[src/rtl/seq_mult_if.sv]
// seq_mult_if: start/done handshake and operand/result bundle for seq_mult.
//
// Parameters:
//   WIDTH   operand width; product is 2*WIDTH bits
//
// Signals:
//   start    request a multiply (controller -> multiplier)
//   a, b     multiplicand / multiplier, captured when start is accepted
//   tc       two's-complement select, sampled with start
//            (only when SEQ_MULT_SIGNED_EN is defined)
//   busy     operation in progress (multiplier -> controller)
//   done     one-cycle pulse: product just updated
//   product  last completed result
//
// Modports: master = operation controller, slave = seq_mult.
interface seq_mult_if #(
  parameter int WIDTH = 8
);
  logic                 start;
  logic [WIDTH-1:0]     a;
  logic [WIDTH-1:0]     b;
  logic                 busy;
  logic                 done;
  logic [2*WIDTH-1:0]   product;
`ifdef SEQ_MULT_SIGNED_EN
  logic                 tc;

  modport master (output start, a, b, tc, input busy, done, product);
  modport slave  (input start, a, b, tc, output busy, done, product);
`else
  modport master (output start, a, b, input busy, done, product);
  modport slave  (input start, a, b, output busy, done, product);
`endif
endinterface

[src/rtl/seq_mult.sv]
// seq_mult: sequential shift-add multiplier, one partial product per cycle.
//
// The full 2*WIDTH-bit product of two WIDTH-bit operands is built over
// WIDTH RUN cycles with a single WIDTH+1-bit adder.  Start is accepted in
// IDLE and in DONE (back-to-back); it is ignored while busy.
//
// Parameters:
//   WIDTH   operand width, 2..32
//
// Ports:
//   clk     clock, rising edge
//   rst_n   asynchronous active-low reset
//   bus     seq_mult_if.slave: start, a, b, (tc), busy, done, product
//
// Optional feature: define SEQ_MULT_SIGNED_EN to add bus.tc.  With tc=1 the
// operands are two's complement and the product is the exact signed result;
// latency is the same in both modes.
//
// state | meaning
// ------+-----------------------------------------------------------
// IDLE  | waiting for start
// RUN   | one add/shift per cycle, WIDTH cycles, busy=1
// DONE  | one cycle, done=1, product just loaded; start re-accepted
module seq_mult #(
  parameter int WIDTH = 8
) (
  input  logic     clk,
  input  logic     rst_n,
  seq_mult_if.slave bus
);

  localparam int CW = $clog2(WIDTH) + 1;
  localparam logic [CW-1:0] LAST = CW'(WIDTH - 1);

  typedef enum logic [1:0] {
    IDLE = 2'd0,
    RUN  = 2'd1,
    DONE = 2'd2
  } state_t;

  state_t               state;
  state_t               state_nxt;

  logic [WIDTH-1:0]     mcand;
  logic [WIDTH-1:0]     mult;
  logic [WIDTH-1:0]     acc;
  logic [CW-1:0]        count;
  logic [2*WIDTH-1:0]   product_r;
  logic                 signed_mode;

  logic                 accept;
  logic                 last;
  logic                 busy_c;
  logic                 done_c;
  logic [WIDTH:0]       acc_sx;
  logic [WIDTH:0]       addend;
  logic [WIDTH:0]       acc_ext;
  logic [WIDTH-1:0]     acc_shift;
  logic [WIDTH-1:0]     mult_shift;

`ifdef SEQ_MULT_SIGNED_EN
  logic                 tc_r;

  always_ff @(posedge clk or negedge rst_n) begin
    if (!rst_n) begin
      tc_r <= 1'b0;
    end else if (accept) begin
      tc_r <= bus.tc;
    end
  end

  assign signed_mode = tc_r;
`else
  assign signed_mode = 1'b0;
`endif

  assign accept = bus.start && ((state == IDLE) || (state == DONE));
  assign last   = (count == LAST);

  // One add/shift step.  In unsigned mode both terms are zero-extended and
  // the carry lands in acc_ext[WIDTH].  In signed mode both are
  // sign-extended, and the multiplier MSB (weight -2^(WIDTH-1)) is handled
  // by subtracting on the final iteration; dropping acc_ext[0] into mult is
  // then an arithmetic shift of the whole {acc, mult} pair.
  always_comb begin
    acc_sx = {signed_mode & acc[WIDTH-1], acc};
    addend = {signed_mode & mcand[WIDTH-1], mcand};
    if (!mult[0]) begin
      acc_ext = acc_sx;
    end else if (signed_mode && last) begin
      acc_ext = acc_sx - addend;
    end else begin
      acc_ext = acc_sx + addend;
    end
    acc_shift  = acc_ext[WIDTH:1];
    mult_shift = {acc_ext[0], mult[WIDTH-1:1]};
  end

  always_ff @(posedge clk or negedge rst_n) begin
    if (!rst_n) begin
      state <= IDLE;
    end else begin
      state <= state_nxt;
    end
  end

  always_comb begin
    state_nxt = state;
    busy_c    = 1'b0;
    done_c    = 1'b0;
    case (state)
      IDLE: begin
        if (bus.start) state_nxt = RUN;
      end
      RUN: begin
        busy_c = 1'b1;
        if (last) state_nxt = DONE;
      end
      DONE: begin
        done_c    = 1'b1;
        state_nxt = bus.start ? RUN : IDLE;
      end
      default: begin
        state_nxt = IDLE;
      end
    endcase
  end

  // product_r is only written on the final RUN edge, so it never exposes
  // partial sums and holds its value until the next completion.
  always_ff @(posedge clk or negedge rst_n) begin
    if (!rst_n) begin
      mcand     <= '0;
      mult      <= '0;
      acc       <= '0;
      count     <= '0;
      product_r <= '0;
    end else if (accept) begin
      mcand <= bus.a;
      mult  <= bus.b;
      acc   <= '0;
      count <= '0;
    end else if (state == RUN) begin
      acc   <= acc_shift;
      mult  <= mult_shift;
      count <= count + CW'(1);
      if (last) begin
        product_r <= {acc_shift, mult_shift};
      end
    end
  end

  assign bus.busy    = busy_c;
  assign bus.done    = done_c;
  assign bus.product = product_r;

endmodule

[src/flat_wrapper.sv]
// flat-port wrapper written by rule: the top's interface ports become plain ports
module seq_mult_flat 
#(
  parameter int WIDTH = 8
)
  (clk, rst_n, bus_start, bus_a, bus_b, bus_busy, bus_done, bus_product);
  seq_mult_if #(.WIDTH(WIDTH)) bus_i ();
  input  logic clk;
  input  logic rst_n;
  input wire logic [$bits(bus_i.start)-1:0] bus_start;
  input wire logic [$bits(bus_i.a)-1:0] bus_a;
  input wire logic [$bits(bus_i.b)-1:0] bus_b;
  output wire logic [$bits(bus_i.busy)-1:0] bus_busy;
  output wire logic [$bits(bus_i.done)-1:0] bus_done;
  output wire logic [$bits(bus_i.product)-1:0] bus_product;
  assign bus_i.start = bus_start;
  assign bus_i.a = bus_a;
  assign bus_i.b = bus_b;
  assign bus_busy = bus_i.busy;
  assign bus_done = bus_i.done;
  assign bus_product = bus_i.product;
  seq_mult #(.WIDTH(WIDTH)) u_core (.clk(clk), .rst_n(rst_n), .bus(bus_i));
endmodule
[config.mk]
export PLATFORM = sky130hd
export DESIGN_NAME = seq_mult_flat
export DESIGN_NICKNAME = d
export VERILOG_FILES = /design/src/rtl/seq_mult_if.sv /design/src/rtl/seq_mult.sv /design/src/flat_wrapper.sv
export SDC_FILE = /design/constraint.sdc
export NUM_CORES = 1
export LEC_CHECK = 0
export ABC_AREA = 1
export CAP_MARGIN = 40
export CORE_UTILIZATION = 53
export CTS_CLUSTER_SIZE = 20
export DETAILED_ROUTE_END_ITERATION = 8
export GPL_TIMING_DRIVEN = 1
export MAX_ROUTING_LAYER = met4
export PLACE_DENSITY = 0.79
export SLEW_MARGIN = 20
export SYNTH_ARGS = -nofsm -noshare
export SYNTH_HDL_FRONTEND = slang
export SYNTH_SLANG_ARGS = --single-unit
[constraint.sdc]
create_clock -name clk -period 2.25 [get_ports clk]
set_input_delay 0.3375 -clock clk [delete_from_list [all_inputs] [get_ports clk]]
set_output_delay 0.3375 -clock clk [all_outputs]
set_load 0.02 [all_outputs]
# Word-level counts from Yosys, hierarchy flattened
# Cells that the tools add are included.
# totals
regBits	46
in_bits	19
wordCells	33
# op_classes
addsub	2
eq_ne	5
muxes	13
n_bitwise	1
reduce_logical	6
# ops
cell	count
$mux W8	4
$add A8 B8 Y9	1
$mux W9	1
$mux W4	2
$pmux W2 S3	1
$add A4 B1 Y4 const B	1
$eq A4 B3 Y1 const B	1
$mux W2	2
$mux W1	3
$reduce_and A3 Y1	1
$eq A2 B1 Y1 const B	1
$eq A2 B2 Y1 const B	1
$logic_not A2 Y1	1
$ne A2 B1 Y1 const B	1
$ne A2 B2 Y1 const B	1
$reduce_and A2 Y1	1
$reduce_bool A2 Y1	1
$logic_and A1 B1 Y1	1
$logic_or A1 B1 Y1	1
$not A1 Y1	1

# Logic depth before layout (Yosys ltp)
# Gate-level depths: netlist (run 1).
# depth
ltp_word	5
depth_mapped	12

# Worst setup path before layout (run 1)
# Ideal clock, no wire load.
# synth_timing
path_kind	register to register
start	reg u_core.acc[0]
end	reg u_core.acc[3]
setup_ns	0.065
t_arrival_ns	1.511
path_slack_ns	0.674
path_stages_with_launch	12
path_cell_list	dfrtp_1 ha_1 inv_1 fa_1 inv_1 nand2_1 nand2_1 nand2_1 or2_1 nand3_1 nand3_1 nand2_1
# synth_between
elab_chain_cells	4
# synth_lines
element	line_no	text
start, declared	seq_mult.sv:46	logic [WIDTH-1:0] acc;
start signal, assigned	seq_mult.sv:144	acc <= acc_shift;
$add A8 B8 Y9	seq_mult.sv:93	acc_ext = acc_sx + addend;
$mux W9	seq_mult.sv:88	if (!mult[0]) begin
$mux W8	seq_mult.sv:143	end else if (state == RUN) begin
$mux W8	seq_mult.sv:138	end else if (accept) begin
# Every way passes these cells. The select of a mux whose other input is x is not followed.
# A chain may end at the register's enable or synchronous reset.

# Final worst setup path (run 1)
# layout_timing
start	reg u_core.state[0]
end	out bus_busy
# layout_between
elab_chain_cells	2
# layout_lines
element	line_no	text
start, declared	seq_mult.sv:41	state_t state;
start signal, assigned	seq_mult.sv:103	state <= state_nxt;
$eq A2 B1 Y1	seq_mult.sv:111	case (state)
$mux W1	seq_mult.sv:111	
end, declared	flat_wrapper.sv:13	output wire logic [$bits(bus_i.busy)-1:0] bus_busy;
# Every way passes these cells.

==> results of run 1 <==
routing by layer:
metal | track usage [%] | vias up | part of all wire, %
met5 | - | - | 0
met4 | 9.90 | 0 | 2.1
met3 | 5.83 | 10 | 4.5
met2 | 34.9 | 56 | 46
met1 | 30.9 | 880 | 47
li1 | - | 937 | -
power groups by stage:
stage / Combinational [µW] / Clock (µW) / Sequential (µW)
finish: 2310 / 608 / 1500
global route: 2630 / 654 / 1550
CTS: 2330 / 621 / 1500
detailed placement: 2300 / 0 / 1510
global placement: 2240 / 0 / 1500
floorplan: 1590 / 0 / 1590
cells by family (layout without fill, tap and decap cells):
kind of cell / Yosys count / in the layout / share of synthesized area [%]
AND/OR/NAND/NOR: 131 / 131 / 24.8
flip-flops: 46 / 46 / 49.6
AO/OA/AOI/OAI: 42 / 42 / 11.8
buffers and inverters: 37 / 74 / 7.49
adder cells (fa/ha/maj): 10 / 10 / 5.71
multiplexers: 1 / 1 / 0.646
cells in the final DEF, fill, tap and decap left out:
master,n
buf_12,1
nor2_4,1
o22ai_1,4
clkbuf_8,5
mux2_4,1
o21ai_1,3
o21ai_2,9
nand2_1,88
inv_1,23
fa_1,1
nand2_4,1
bufinv_16,1
o21ai_0,11
nor2_1,9
a21oi_1,8
clkdlybuf4s50_1,35
a32o_1,1
inv_2,5
buf_2,1
nand3_1,19
nand3b_1,3
or2_4,1
nand4_2,1
nand2_2,2
o221ai_1,4
o31ai_1,1
buf_4,1
or2_2,5
or2_1,1
dfrtp_1,46
ha_1,9
o21a_1,1
clkbuf_1,2
worst max-delay path, stage by stage, from the launching register on:
cell and delay [ns]:
dfrtp_1 0.38, inv_2 0.07, nor2_4 0.30, clkdlybuf4s50_1 0.68
registers in the layout, indices dropped and copies added, names as in the netlist:
name                flops
u_core.mcand            8
u_core.count            4
u_core.state            2
u_core.bus.product     16
u_core.mult             8
u_core.acc              8
worst max path at each step:
| stage | from | to | depth (start not counted) | slack (ns) |
|---|---|---|---|---|
| floorplan | u_core.acc[0] | u_core.acc[3] | 11 | 0.67 |
| global placement | u_core.state[0] | bus_busy | 3 | 0.53 |
| detailed placement | u_core.acc[0] | u_core.bus.product[15] | 10 | 0.51 |
| CTS | u_core.state[0] | bus_busy | 3 | 0.18 |
| global route | u_core.state[0] | bus_busy | 3 | 0.10 |
| finish | u_core.state[0] | bus_busy | 3 | 0.18 |
layout make-up:
class / count / area (µm²)
multi-input cells: 184 / 997
well taps: 50 / 62.6
fillers: 345 / 1310
clock inverters: 1 / 30.0
repair buffers: 38 / 383
inverters: 28 / 105
flip-flops and latches: 46 / 1150
clock buffers: 7 / 76.3
per-stage QoR:
stage | power (µW) | hold WS (ns)
4_1_cts | 4450 | 0.0109
3_3_place_gp | 3740 | 0.345
5_1_grt | 4830 | 0.0332
3_5_place_dp | 3810 | 0.347
6_report | 4420 | 0.000840
2_1_floorplan | 3180 | 0.0419
==> flow_metrics.env, run 1 <==
export IMPL_worst_pin_slew_ns=0.527
export IMPL_grt_max_degree=25
export IMPL_cap_viol_max_count=0
export IMPL_placedCellCount=346
export IMPL_crit_arrival_ns=1.73
export IMPL_power_internal_uw=2530
export IMPL_hold_path_class="in2async"
export IMPL_drt_iter0_drc=111
export IMPL_grt_setup_unrepaired="no"
export IMPL_cts_buffer_depth=2
export IMPL_yosysSeqAreaShare_pct=49.6
export IMPL_ctsResizeCount=0
export IMPL_end_kind="output pin"
export IMPL_grt_overflow=0
export IMPL_dp_final_hpwl_um=3380
export IMPL_die_h_um=68.2
export IMPL_vias_per_cell=5.32
export IMPL_seq_power_share_pct=33.9
export IMPL_diodes=0
export IMPL_post_cts_buffers=0
export IMPL_synth_cells=267
export IMPL_synth_ff_type="dfrtp_1"
export IMPL_skew_ns=0.00294
export IMPL_setup_viol=0
export IMPL_place_area_um2=2700
export IMPL_antenna_found_initial=0
export IMPL_grt_pass1_wl_um=7730
export IMPL_hold_buffers=0
export IMPL_io_pins=37
export IMPL_cp_max_fo=13
export IMPL_p_clk_share_pct=13.7
export IMPL_initial_core_util_pct=56.4
export IMPL_rrSetupSlack_ns=0.47
export IMPL_wl_per_cell_um=13.0
export IMPL_cts_clk_slew_worst_paths_ns=0.08
export IMPL_firstDrtPassIters=4
export IMPL_swShare_pct=42.8
export IMPL_synth_seq_cells=46
export IMPL_port_buffer_count=36
export IMPL_core_area_um2=4120
export IMPL_required_ns=1.91
export IMPL_max_vdd_ir_drop_v=0.000692
export IMPL_setup_ws_ns=0.180
export IMPL_synth_common_cells="nand2_1 (88), dfrtp_1 (46), inv_1 (23), nand3_1 (19), o21ai_0 (11)"
export IMPL_die_w_um=68.2
export IMPL_yosysMostFrequentCell="nand2_1"
export IMPL_clock_sinks=46
export IMPL_route_antenna_remaining_nets=0
export IMPL_fp_row_count=23
export IMPL_setup_tns_final_ns=0
export IMPL_leakagePower_uw=0.00141
export IMPL_hold_viol=0
export IMPL_reg2reg_from="u_core.acc[0]"
export IMPL_synth_cell_types=29
export IMPL_worstSetupPathType="reg2out"
export IMPL_startpoint_type="flop"
export IMPL_rr_worst_depth=10
export IMPL_powerDensity_nw_per_um2=1580
export IMPL_max_slew_margin_rel_pct=64.9
export IMPL_pwr_share_comb_pct=52.3
export IMPL_stdcell_area_um2=2810
export IMPL_fmax_ghz=0.483
export IMPL_synth_enable_flop_cells=0
export IMPL_cts_buffers=5
export IMPL_reg2reg_to="u_core.bus.product[15]"
export IMPL_pre_cts_slack_ns=0.506
export IMPL_syn_area_per_cell_um2=8.70
export IMPL_utilization_pct=68.2
export IMPL_synthesis_area_um2=2320
export IMPL_grt_usage_pct=23.7
export IMPL_async_flop_share_pct=100
export IMPL_netlist_area_leader_share_pct=49.6
export IMPL_syn_to_final_growth_pct=20.8
export IMPL_vias=1883
export IMPL_drive_above_1_share_pct=11.5
export IMPL_clkLatencyLatePin_ns=0.30
export IMPL_routed_wirelength_um=4600
export IMPL_cts_tree="done"
export IMPL_drv_slew=0
export IMPL_status="finished, final reports clean"
export IMPL_synthesis_nets=296
export IMPL_htreeDepth=2
export IMPL_die_area_um2=4650
export IMPL_yosys_warnings=0
export IMPL_nets=332
export IMPL_root_buffer="clkbuf_8"
export IMPL_grt_pass1_vias=1679
export IMPL_synth_area_top_cells="dfrtp_1 (50%), nand2_1 (14%), ha_1 (4.8%)"
export IMPL_power_switching_uw=1890
export IMPL_finalCritPeriodShare_pct=92.0
export IMPL_stdcell_count=354
export IMPL_gp_congestion=0.852
export IMPL_drc=0
export IMPL_min_period_ns=2.07
export IMPL_synth_area_leader_cell="dfrtp_1"
Power figures use the tool's default switching activity.
==> run 2, diff against run 1 <==
--- a/config.mk
+++ b/config.mk
@@ -7,12 +7,14 @@
 export LEC_CHECK = 0
 export ABC_AREA = 1
 export CAP_MARGIN = 40
-export CORE_UTILIZATION = 53
+export CELL_PAD_IN_SITES_DETAIL_PLACEMENT = 0
+export CELL_PAD_IN_SITES_GLOBAL_PLACEMENT = 1
+export CORE_UTILIZATION = 40
 export CTS_CLUSTER_SIZE = 20
 export DETAILED_ROUTE_END_ITERATION = 8
 export GPL_TIMING_DRIVEN = 1
 export MAX_ROUTING_LAYER = met4
-export PLACE_DENSITY = 0.79
+export PLACE_DENSITY_LB_ADDON = 0.1
 export SLEW_MARGIN = 20
 export SYNTH_ARGS = -nofsm -noshare
 export SYNTH_HDL_FRONTEND = slang
==> run 2 against run 1 <==
  * Via count is 4.3% lower
  * Maximum frequency up 0.28%
  * Clock skew rose by 0.0055 ns
  * Sequential share of layout area about the same
  * Largest power group unchanged
  * Clock power is 19% lower
==> flow_metrics.env, run 2 (synthesis gave the netlist of run 1 again) <==
export IMPL_cp_max_fo=13
export IMPL_grt_pass1_wl_um=8440
export IMPL_hold_path_class="in2async"
export IMPL_grt_setup_unrepaired="no"
export IMPL_stdcell_area_um2=2810
export IMPL_final_cell_mix="nand2_1 (88), dfrtp_1 (46), clkdlybuf4s50_1 (35), inv_1 (23), nand3_1 (19)"
export IMPL_initial_core_util_pct=41.9
export IMPL_place_area_um2=2730
export IMPL_routed_wirelength_um=4820
export IMPL_required_ns=1.91
export IMPL_fmax_ghz=0.484
export IMPL_path_buf_inv=2
export IMPL_crit_arrival_ns=1.73
export IMPL_max_slew_margin_rel_pct=64.3
export IMPL_clock_sinks=46
export IMPL_fp_row_count=27
export IMPL_leakagePower_uw=0.00140
export IMPL_slowest_stage="clkdlybuf4s50_1"
export IMPL_grt_max_degree=26
export IMPL_firstDrtPassIters=4
export IMPL_p_total_uw=4280
export IMPL_worst_pin_slew_ns=0.536
export IMPL_dp_final_hpwl_um=3530
export IMPL_wl_per_cell_um=12.8
export IMPL_min_period_ns=2.06
export IMPL_crit_cells=3
export IMPL_setup_tns_final_ns=0
export IMPL_diodes=0
export IMPL_vias_per_cell=4.81
export IMPL_cts_buffer_depth=2
export IMPL_grt_overflow=0
export IMPL_status="finished, final reports clean"
export IMPL_root_buffer="clkbuf_8"
export IMPL_finalCritPeriodShare_pct=91.7
export IMPL_clkLatencyLatePin_ns=0.30
export IMPL_startpoint_type="flop"
export IMPL_cap_viol_max_count=0
export IMPL_hold_buffers=0
export IMPL_antenna_found_initial=0
export IMPL_die_w_um=78.2
export IMPL_drive_above_1_share_pct=11.6
export IMPL_htreeDepth=2
export IMPL_cpPeakStageDelay_ns=0.68
export IMPL_die_area_um2=6110
export IMPL_setup_viol=0
export IMPL_rr_worst_depth=11
export IMPL_io_pins=37
export IMPL_cp_top_family="buffers and inverters"
export IMPL_largest_reg_flops=16
export IMPL_grt_usage_pct=18.5
export IMPL_utilization_pct=50.7
export IMPL_stdcell_count=375
export IMPL_pwr_share_comb_pct=53.4
export IMPL_swShare_pct=43.8
export IMPL_syn_to_final_growth_pct=20.9
export IMPL_worstSetupPathType="reg2out"
export IMPL_power_switching_uw=1880
export IMPL_core_area_um2=5540
export IMPL_cts_tree="done"
export IMPL_skew_ns=0.00845
export IMPL_powerDensity_nw_per_um2=1530
export IMPL_grt_pass1_vias=1727
export IMPL_nets=332
export IMPL_gp_congestion=0.795
export IMPL_cts_clk_slew_worst_paths_ns=0.09
export IMPL_p_clk_share_pct=11.4
export IMPL_power_internal_uw=2400
export IMPL_path_cells="inv_2 > nor2_4 > clkdlybuf4s50_1"
export IMPL_post_cts_buffers=0
export IMPL_layout_commonest_cell="nand2_1"
export IMPL_ctsResizeCount=0
export IMPL_drt_iter0_drc=106
export IMPL_cts_buffers=5
export IMPL_max_vdd_ir_drop_v=0.000659
export IMPL_seq_power_share_pct=35.2
export IMPL_hold_viol=0
export IMPL_placedCellCount=368
export IMPL_end_kind="output pin"
export IMPL_drv_slew=0
export IMPL_port_buffer_count=36
export IMPL_die_h_um=78.2
export IMPL_drc=0
export IMPL_route_antenna_remaining_nets=0
export IMPL_vias=1802
[run 2: cell count changes in the layout (fill, tap and decap cells not counted), sizes merged]
| cell | previous run | this run |
|---|---|---|
| clkbuf | 7 | 6 |
| bufinv | 1 | 0 |
| clkinvlp | 0 | 1 |
[run 2: final cells by class]
cell class              instances  area (µm²)
flip-flops and latches         46        1150
multi-input cells             184         997
repair buffers                 38         383
fillers                       573        2730
clock buffers                   6        72.6
inverters                      28         105
clock inverters                 1        7.51
well taps                      72        90.1
[run 2: worst reg2reg max path: stages (launching register included)]
cell and delay (ns):
dfrtp_1 0.36, ha_1 0.17, inv_1 0.06, fa_1 0.35, inv_1 0.08, nand2_1 0.07, nand2_1 0.09, nand2_1 0.09
or2_1 0.21, nand3_1 0.09, nand3_1 0.10, nand2_1 0.07
[run 2: metrics by stage]
step                      hold WS (ns)  worst slack (ns)
after floorplan                 0.0419             0.674
after global placement           0.353             0.493
after detailed placement         0.352             0.481
after CTS                       0.0220             0.164
after global routing            0.0403            0.0691
final                          0.00746             0.186
[run 2: path summary, 6_finish.rpt]
check | from | end | slack (ns)
min | rst_n | u_core.bus.product[6] | 0.007
max in group asynchronous | rst_n | u_core.mcand[5] | 1.71
max reg2reg | u_core.mcand[0] | u_core.bus.product[11] | 0.46
max | u_core.state[0] | bus_busy | 0.19
min in group clk | u_core.bus.product[0] | u_core.bus.product[0] | 0.48
min reg2reg | u_core.bus.product[0] | u_core.bus.product[0] | 0.48
[run 2: power groups by stage]
stage | logic, µW | clock network, µW | registers (µW)
final | 2290 | 490 | 1500
after global routing | 2620 | 541 | 1570
after CTS | 2320 | 513 | 1510
after detailed placement | 2310 | 0 | 1530
after global placement | 2290 | 0 | 1520
after floorplan | 1590 | 0 | 1590
[run 2: per-layer routing]
| metal | up-vias | GRT usage [%] | wire length [µm] |
|---|---|---|---|
| met5 | - | - | 0 |
| met4 | 0 | 4.44 | 22 |
| met3 | 2 | 4.53 | 157 |
| met2 | 32 | 27.8 | 2160 |
| met1 | 828 | 25.1 | 2480 |
| li1 | 940 | - | - |
==> run 3, diff against run 2 <==
--- a/config.mk
+++ b/config.mk
@@ -9,12 +9,14 @@
 export CAP_MARGIN = 40
 export CELL_PAD_IN_SITES_DETAIL_PLACEMENT = 0
 export CELL_PAD_IN_SITES_GLOBAL_PLACEMENT = 1
+export CORE_ASPECT_RATIO = 1.5
 export CORE_UTILIZATION = 40
 export CTS_CLUSTER_SIZE = 20
 export DETAILED_ROUTE_END_ITERATION = 8
 export GPL_TIMING_DRIVEN = 1
 export MAX_ROUTING_LAYER = met4
 export PLACE_DENSITY_LB_ADDON = 0.1
+export RECOVER_POWER = 50
 export SLEW_MARGIN = 20
 export SYNTH_ARGS = -nofsm -noshare
 export SYNTH_HDL_FRONTEND = slang
==> run 3 against run 2 <==
  * Sequential power hardly changed
  * Largest cell class unchanged
  * Highest routed layer unchanged
  * Routed wire length is 1.3% higher
  * Sequential share of layout area is 0.33 points higher
==> flow_metrics.env, run 3 (synthesis gave the netlist of run 1 again) <==
export IMPL_rrSetupSlack_ns=0.44
export IMPL_die_h_um=95.3
export IMPL_crit_arrival_ns=1.72
export IMPL_cap_viol_max_count=0
export IMPL_grt_overflow=0
export IMPL_firstDrtPassIters=4
export IMPL_initial_core_util_pct=42.0
export IMPL_startpoint_type="flop"
export IMPL_largest_reg_flops=16
export IMPL_status="finished, final reports clean"
export IMPL_required_ns=1.91
export IMPL_vias=1836
export IMPL_nets=332
export IMPL_grt_setup_unrepaired="no"
export IMPL_post_cts_buffers=0
export IMPL_pre_cts_slack_ns=0.470
export IMPL_diodes=0
export IMPL_max_vdd_ir_drop_v=0.000577
export IMPL_cts_buffers=5
export IMPL_finalCritPeriodShare_pct=91.5
export IMPL_core_area_um2=5530
export IMPL_ctsResizeCount=0
export IMPL_fillerInstances=567
export IMPL_antenna_found_initial=0
export IMPL_layout_commonest_cell="nand2_1"
export IMPL_clkLatencyLatePin_ns=0.30
export IMPL_cp_max_fo=13
export IMPL_io_pins=37
export IMPL_root_buffer="clkbuf_8"
export IMPL_drv_slew=0
export IMPL_hold_path_class="in2async"
export IMPL_routed_wirelength_um=4880
export IMPL_hold_viol=0
export IMPL_drive_above_1_share_pct=10.5
export IMPL_setup_ws_ns=0.191
export IMPL_fmax_ghz=0.486
export IMPL_gp_congestion=0.814
export IMPL_worst_pin_slew_ns=1.17
export IMPL_max_slew_margin_rel_pct=22.0
export IMPL_port_buffer_count=36
export IMPL_stdcell_area_um2=2780
export IMPL_htreeDepth=2
export IMPL_min_period_ns=2.06
export IMPL_grt_max_degree=27
export IMPL_wl_per_cell_um=13.0
export IMPL_powerDensity_nw_per_um2=1540
export IMPL_dp_final_hpwl_um=3610
export IMPL_setup_tns_final_ns=0
export IMPL_cts_buffer_depth=2
export IMPL_worstSetupPathType="reg2out"
export IMPL_place_area_um2=2720
export IMPL_setup_viol=0
export IMPL_grt_usage_pct=18.8
export IMPL_cts_tree="done"
export IMPL_skew_ns=0.0105
export IMPL_route_antenna_remaining_nets=0
export IMPL_clock_sinks=46
export IMPL_leakagePower_uw=0.00139
export IMPL_timing_hold_ws_ns=0.247
export IMPL_grt_pass1_vias=1819
export IMPL_end_kind="output pin"
export IMPL_grt_pass1_wl_um=8530
export IMPL_fp_row_count=33
export IMPL_die_area_um2=6120
export IMPL_syn_to_final_growth_pct=19.9
export IMPL_drt_iter0_drc=96
export IMPL_hold_buffers=0
export IMPL_final_cell_mix="nand2_1 (89), dfrtp_1 (46), clkdlybuf4s50_1 (35), inv_1 (25), nand3_1 (19)"
export IMPL_die_w_um=64.2
export IMPL_drc=0
export IMPL_vias_per_cell=4.91
export IMPL_cts_clk_slew_worst_paths_ns=0.10
-- run 3: cell type report --
class                           instances  area [µm²]  area share [%]
Sequential cell                        46        1150            41.3
Multi-Input combinational cell        184         983            35.3
Timing Repair Buffer                   38         367            13.2
Inverter                               28         105            3.78
Tap cell                               70        87.6            3.15
Clock buffer                            5        68.8            2.47
Clock inverter                          3        21.3           0.764
-- run 3: report_power, final --
part	internal [µW]	leakage (µW)	switching, µW
Sequential	1220	0.000569	256
Clock	219	0.0000441	293
Combinational	957	0.000774	1330
Total	2400	0.00139	1880
-- run 3: worst paths after layout --
check / cells after the start / startpoint / endpoint
max in group asynchronous: 2 / rst_n / u_core.bus.product[13]
worst min register to register: 2 / u_core.bus.product[14] / u_core.bus.product[14]
worst max-delay path: 3 / u_core.state[0] / bus_busy
min in group clk: 2 / u_core.bus.product[14] / u_core.bus.product[14]
worst max register to register: 6 / u_core.state[0] / u_core.count[1]
worst min-delay path: 1 / rst_n / u_core.acc[4]
-- run 3: stage by stage --
stage / power, µW / utilization (%) / cells
CTS: 4370 / 50.9 / 374
global route: 4730 / 50.3 / 374
detailed placement: 3840 / 49.2 / 366
global placement: 3810 / 49.2 / 366
floorplan: 3180 / - / 267
finish: 4280 / 50.3 / 374
-- run 3: worst max-delay path, cell delays in order (launching register included) --
cell	delay, ns
dfrtp_1	0.38
inv_1	0.08
nor2_4	0.29
clkdlybuf4s50_1	0.67
-- run 3: metal layers --
layer | track usage [%] | share of wire [%] | up-vias | routed length [µm]
li1 | - | - | 940 | -
met4 | 7.04 | 1.5 | 0 | 75
met3 | 3.71 | 3.3 | 7 | 159
met5 | - | 0 | - | 0
met2 | 32.3 | 51 | 36 | 2490
met1 | 21.6 | 44 | 853 | 2160
==> RTL edit 1 (settings of run 3) <==
Re-encode `state_t` (3 states) as one-hot, 3 bits wide.
--- a/src/rtl/seq_mult.sv
+++ b/src/rtl/seq_mult.sv
@@ -32,10 +32,10 @@
   localparam int CW = $clog2(WIDTH) + 1;
   localparam logic [CW-1:0] LAST = CW'(WIDTH - 1);
 
-  typedef enum logic [1:0] {
-    IDLE = 2'd0,
-    RUN  = 2'd1,
-    DONE = 2'd2
+  typedef enum logic [2:0] {
+    IDLE = 3'b001,
+    RUN  = 3'b010,
+    DONE = 3'b100
   } state_t;
 
   state_t               state;
Check against the original RTL: no difference found for any inputs over 4 cycles, from zero or initial values and one cycle with rst_n low; so few cycles prove little.
==> RTL edit 1 against run 3 <==
  * Cell area up 2.9%
  * Global-route usage up 0.70 points
  * Highest routed layer unchanged
  * Total power shrank 31%
  * Fmax up 2.1%
  * Sequential cell count up 1
  * Wire length is 2.9% higher
  * Area after synthesis increased by 2.2%
  * Clock skew is 5.8 ps lower
  * Worst setup slack better by 42 ps
  * Combinational power fell by 46%
  * Largest cell class unchanged
  * Via count grew 3.1%
==> RTL edit 1: results (changes against run 3) <==
Parameter                              Value

Setup path
  Register-to-Register Path Depth    7 (+1)
  Minimum setup slack among reg-to-reg paths    340 ps (-100 ps)
  Launch instance of the worst register-to-register path    u_core.state[0]$_DFFE_PN1P_
  Source of the critical timing path    u_core.state[2]$_DFFE_PN0P_
  Crit Path Max Fanout    6 (-7)

Synthesis
  Post-Synth XOR/XNOR Area    0.369% (+0.37 points)
  Most frequent cells after synthesis    92 x sky130_fd_sc_hd__nand2_1, 46 x sky130_fd_sc_hd__dfrtp_1, 28 x sky130_fd_sc_hd__inv_1
  Post-synthesis share of cell area spent on full adders, half adders and majority gates    5.59% (-0.12 points)
  Compound-Gate Fraction of Synth Area    12.0% (+0.17 points)
  Post-synthesis mux area share    0% (-0.65 points)

Placement
  Placed wire-length estimate    3570 um (-1.1%)
  Place WS    423 ps (-47.2 ps)
  Post-place instance area    2800 sq um (+2.9%)
  Cell total after placement    381 (+4.1%)

Clock tree
  Clock-pin slew reported for the worst setup and hold paths after clock tree synthesis    80 ps (-20 ps)

Routing
  Met3 wire length    147 um (-7.5%)
  Post-detailed-route via-to-cell ratio    4.87 (-0.87%)
  Post-detailed-route wirelength per cell    12.9 um (-1.1%)
  Routed length on met1    2190 um (+1.6%)
  Iteration-0 DRC Markers    116 (+21%)

Finish
  Final layout net count    345 (+3.9%)
  Fraction of layout cells with a size suffix above 1    9.78% (-0.75 points)

Power
  Relative contribution of sequential cells to total power    41.6% (+7.0 points)

Run status
  Run status    finished clean

Global routing
  Global-route met2 utilization    33.8% (+1.5 points)
-- RTL edit 1: cell count changes after synthesis, sizes merged, moves of 2 or more --
cell    change
o21ai       +9
nor2        -2
inv         +2
buf         -3
nand2       +2
nand3       +4
clkbuf      +3
o22ai       -4
-- RTL edit 1: final cells by class --
| type | count | area [sq um] |
|---|---|---|
| clock buffers | 7 | 76.3 |
| clock inverters | 1 | 5.00 |
| fillers | 598 | 2880 |
| inverters | 30 | 115 |
| multi-input cells | 192 | 1020 |
| flip-flops and latches | 47 | 1180 |
| well taps | 72 | 90.1 |
| repair buffers | 40 | 379 |
-- RTL edit 1: how the worst max path moves through the flow --
stage / endpoint / slack (ps) / cells after the start
floorplan: u_core.acc[3]$_DFFE_PN0P_ / 610 / 11
global route: u_core.count[3]$_DFFE_PN0P_ / 90 / 7
detailed placement: u_core.bus.product[11]$_DFFE_PN0P_ / 420 / 11
global placement: u_core.acc[3]$_DFFE_PN0P_ / 450 / 11
CTS: bus_busy / 200 / 2
finish: bus_busy / 230 / 2
==> RTL edit 2 (config.mk and constraints of run 3) <==
Made on the original files. `WIDTH` is set to 8 in 3 places; all go to 16.
--- a/src/rtl/seq_mult_if.sv
+++ b/src/rtl/seq_mult_if.sv
@@ -14,7 +14,7 @@
 //
 // Modports: master = operation controller, slave = seq_mult.
 interface seq_mult_if #(
-  parameter int WIDTH = 8
+  parameter int WIDTH = 16
 );
   logic                 start;
   logic [WIDTH-1:0]     a;
--- a/src/rtl/seq_mult.sv
+++ b/src/rtl/seq_mult.sv
@@ -22,7 +22,7 @@
 // RUN   | one add/shift per cycle, WIDTH cycles, busy=1
 // DONE  | one cycle, done=1, product just loaded; start re-accepted
 module seq_mult #(
-  parameter int WIDTH = 8
+  parameter int WIDTH = 16
 ) (
   input  logic     clk,
   input  logic     rst_n,
--- a/src/flat_wrapper.sv
+++ b/src/flat_wrapper.sv
@@ -1,7 +1,7 @@
 // flat-port wrapper written by rule: the top's interface ports become plain ports
 module seq_mult_flat 
 #(
-  parameter int WIDTH = 8
+  parameter int WIDTH = 16
 )
   (clk, rst_n, bus_start, bus_a, bus_b, bus_busy, bus_done, bus_product);
   seq_mult_if #(.WIDTH(WIDTH)) bus_i ();
Ports: changed (resized bus_a, bus_b and bus_product); port bits go from 37 to 69. No check against the original RTL was run, so the function may have changed too.
==> RTL edit 2 against run 3 <==
  * Combinational power up 110%
  * Sequential power up 82%
  * Clock power rose to 3.1 times the old value
  * First-iteration DRC count up 21%
  * Die area up 93%
  * Utilization up 1.3 points
  * Worst setup slack worse by 15 ps
  * Wire length up 130%
  * Area after synthesis up 96%
  * Count of clock-buffer cells in the layout up 5
  * Sequential cell count up 41
  * Cell area up 110%
  * Total power up 110%
  * Critical endpoint unchanged
  * Largest power group unchanged
==> RTL edit 2: results (changes against run 3) <==
Parameter                              Value

Global routing
  Global-route met3 utilization    3.49% (-0.21 points)
  Met1 demand-to-capacity share in global routing    26.3% (+4.7 points)
  Global-route met2 utilization    36.0% (+3.7 points)

Finish
  Fraction of layout cells with a size suffix above 1    9.23% (-1.3 points)
  Max FFs per register    32 (+16)

Synthesis
  Post-synthesis share of cell area spent on full adders, half adders and majority gates    5.40% (-0.31 points)
  Post-synthesis mux area share    0% (-0.65 points)
  Most frequent cells after synthesis    215 x sky130_fd_sc_hd__nand2_1, 87 x sky130_fd_sc_hd__dfrtp_1, 57 x sky130_fd_sc_hd__inv_1

Power
  Relative contribution of sequential cells to total power    29.6% (-5.0 points)
  Peak supply drop    0.000604 V (+4.6%)
  Leakage power    2.86 nW (+110%)
  Relative contribution of the clock network to total power    17.6% (+5.7 points)

Routing
  Met2 WL post-DR    5910 um (+140%)
  Met3 wire length    352 um (+120%)

Clock tree
  CTS buffer count    9 (+4)
  CTS root buffer    sky130_fd_sc_hd__clkbuf_16
  Maximum level of the CTS H-tree    3 (+1)
  Clock-pin slew reported for the worst setup and hold paths after clock tree synthesis    70 ps (-30 ps)

Setup path
  Launch instance of the worst register-to-register path    u_core.acc[0]$_DFFE_PN0P_
  Crit Path Max Fanout    8 (-5)
  Signal arrival time at the worst endpoint    1740 ps (+20 ps)

Placement
  Placed wire-length estimate    8270 um (+130%)
  Place WS    329 ps (-141 ps)
  Cell total after placement    770 (+110%)

Floorplan
  Total die area    11800 sq um (+93%)

Run status
  Run status    finished clean

STA
  Portion of the clock cycle consumed by the worst path in the final layout    92.2% (+0.67 points)
  Slew HR    31.2% (+9.2 points)
[RTL edit 2: cell count changes in the layout (fill, tap and decap cells not counted), moves of 8 or more]
cell,run 3,this run
sky130_fd_sc_hd__o21ai_1,3,29
sky130_fd_sc_hd__o21ai_2,9,0
sky130_fd_sc_hd__ha_1,9,18
sky130_fd_sc_hd__clkbuf_16,0,9
sky130_fd_sc_hd__dfrtp_1,46,87
sky130_fd_sc_hd__nand2_1,89,215
sky130_fd_sc_hd__nand3_1,19,34
sky130_fd_sc_hd__nor2_1,9,17
sky130_fd_sc_hd__o221ai_1,4,15
sky130_fd_sc_hd__inv_1,25,58
sky130_fd_sc_hd__clkdlybuf4s50_1,35,67
[RTL edit 2: area by class of cell]
| class | instances | area (sq um) | area share, % |
|---|---|---|---|
| clock inverters | 6 | 91.3 | 1.60 |
| well taps | 147 | 184 | 3.22 |
| flip-flops and latches | 87 | 2180 | 38.1 |
| multi-input cells | 392 | 2000 | 35.1 |
| clock buffers | 10 | 229 | 4.01 |
| repair buffers | 78 | 777 | 13.6 |
| inverters | 66 | 248 | 4.34 |
[RTL edit 2: cell families (layout without fill, tap and decap cells)]
kind of cell	count (synthesis)	after routing
DFF	87	87
xor gates and xnor gates	3	3
buffers and inverters	86	160
adders and majority gates	19	19
and+or+nand+nor	302	302
AOI/OAI and AO/OA	68	68
[RTL edit 2: worst max-delay path, delay by kind of cell (launching register included)]
kind                   cells  cell delay, ps
DFF                        1             410
buffers and inverters      1             680
and+or+nand+nor            1             310
[RTL edit 2: metrics by stage]
stage                     instance area [sq um]  hold slack (ps)
after floorplan                            4540             41.9
after global placement                     5400              359
after detailed placement                   5400              361
after CTS                                  5720             1.41
after global routing                       5710              254
final                                      5710              179
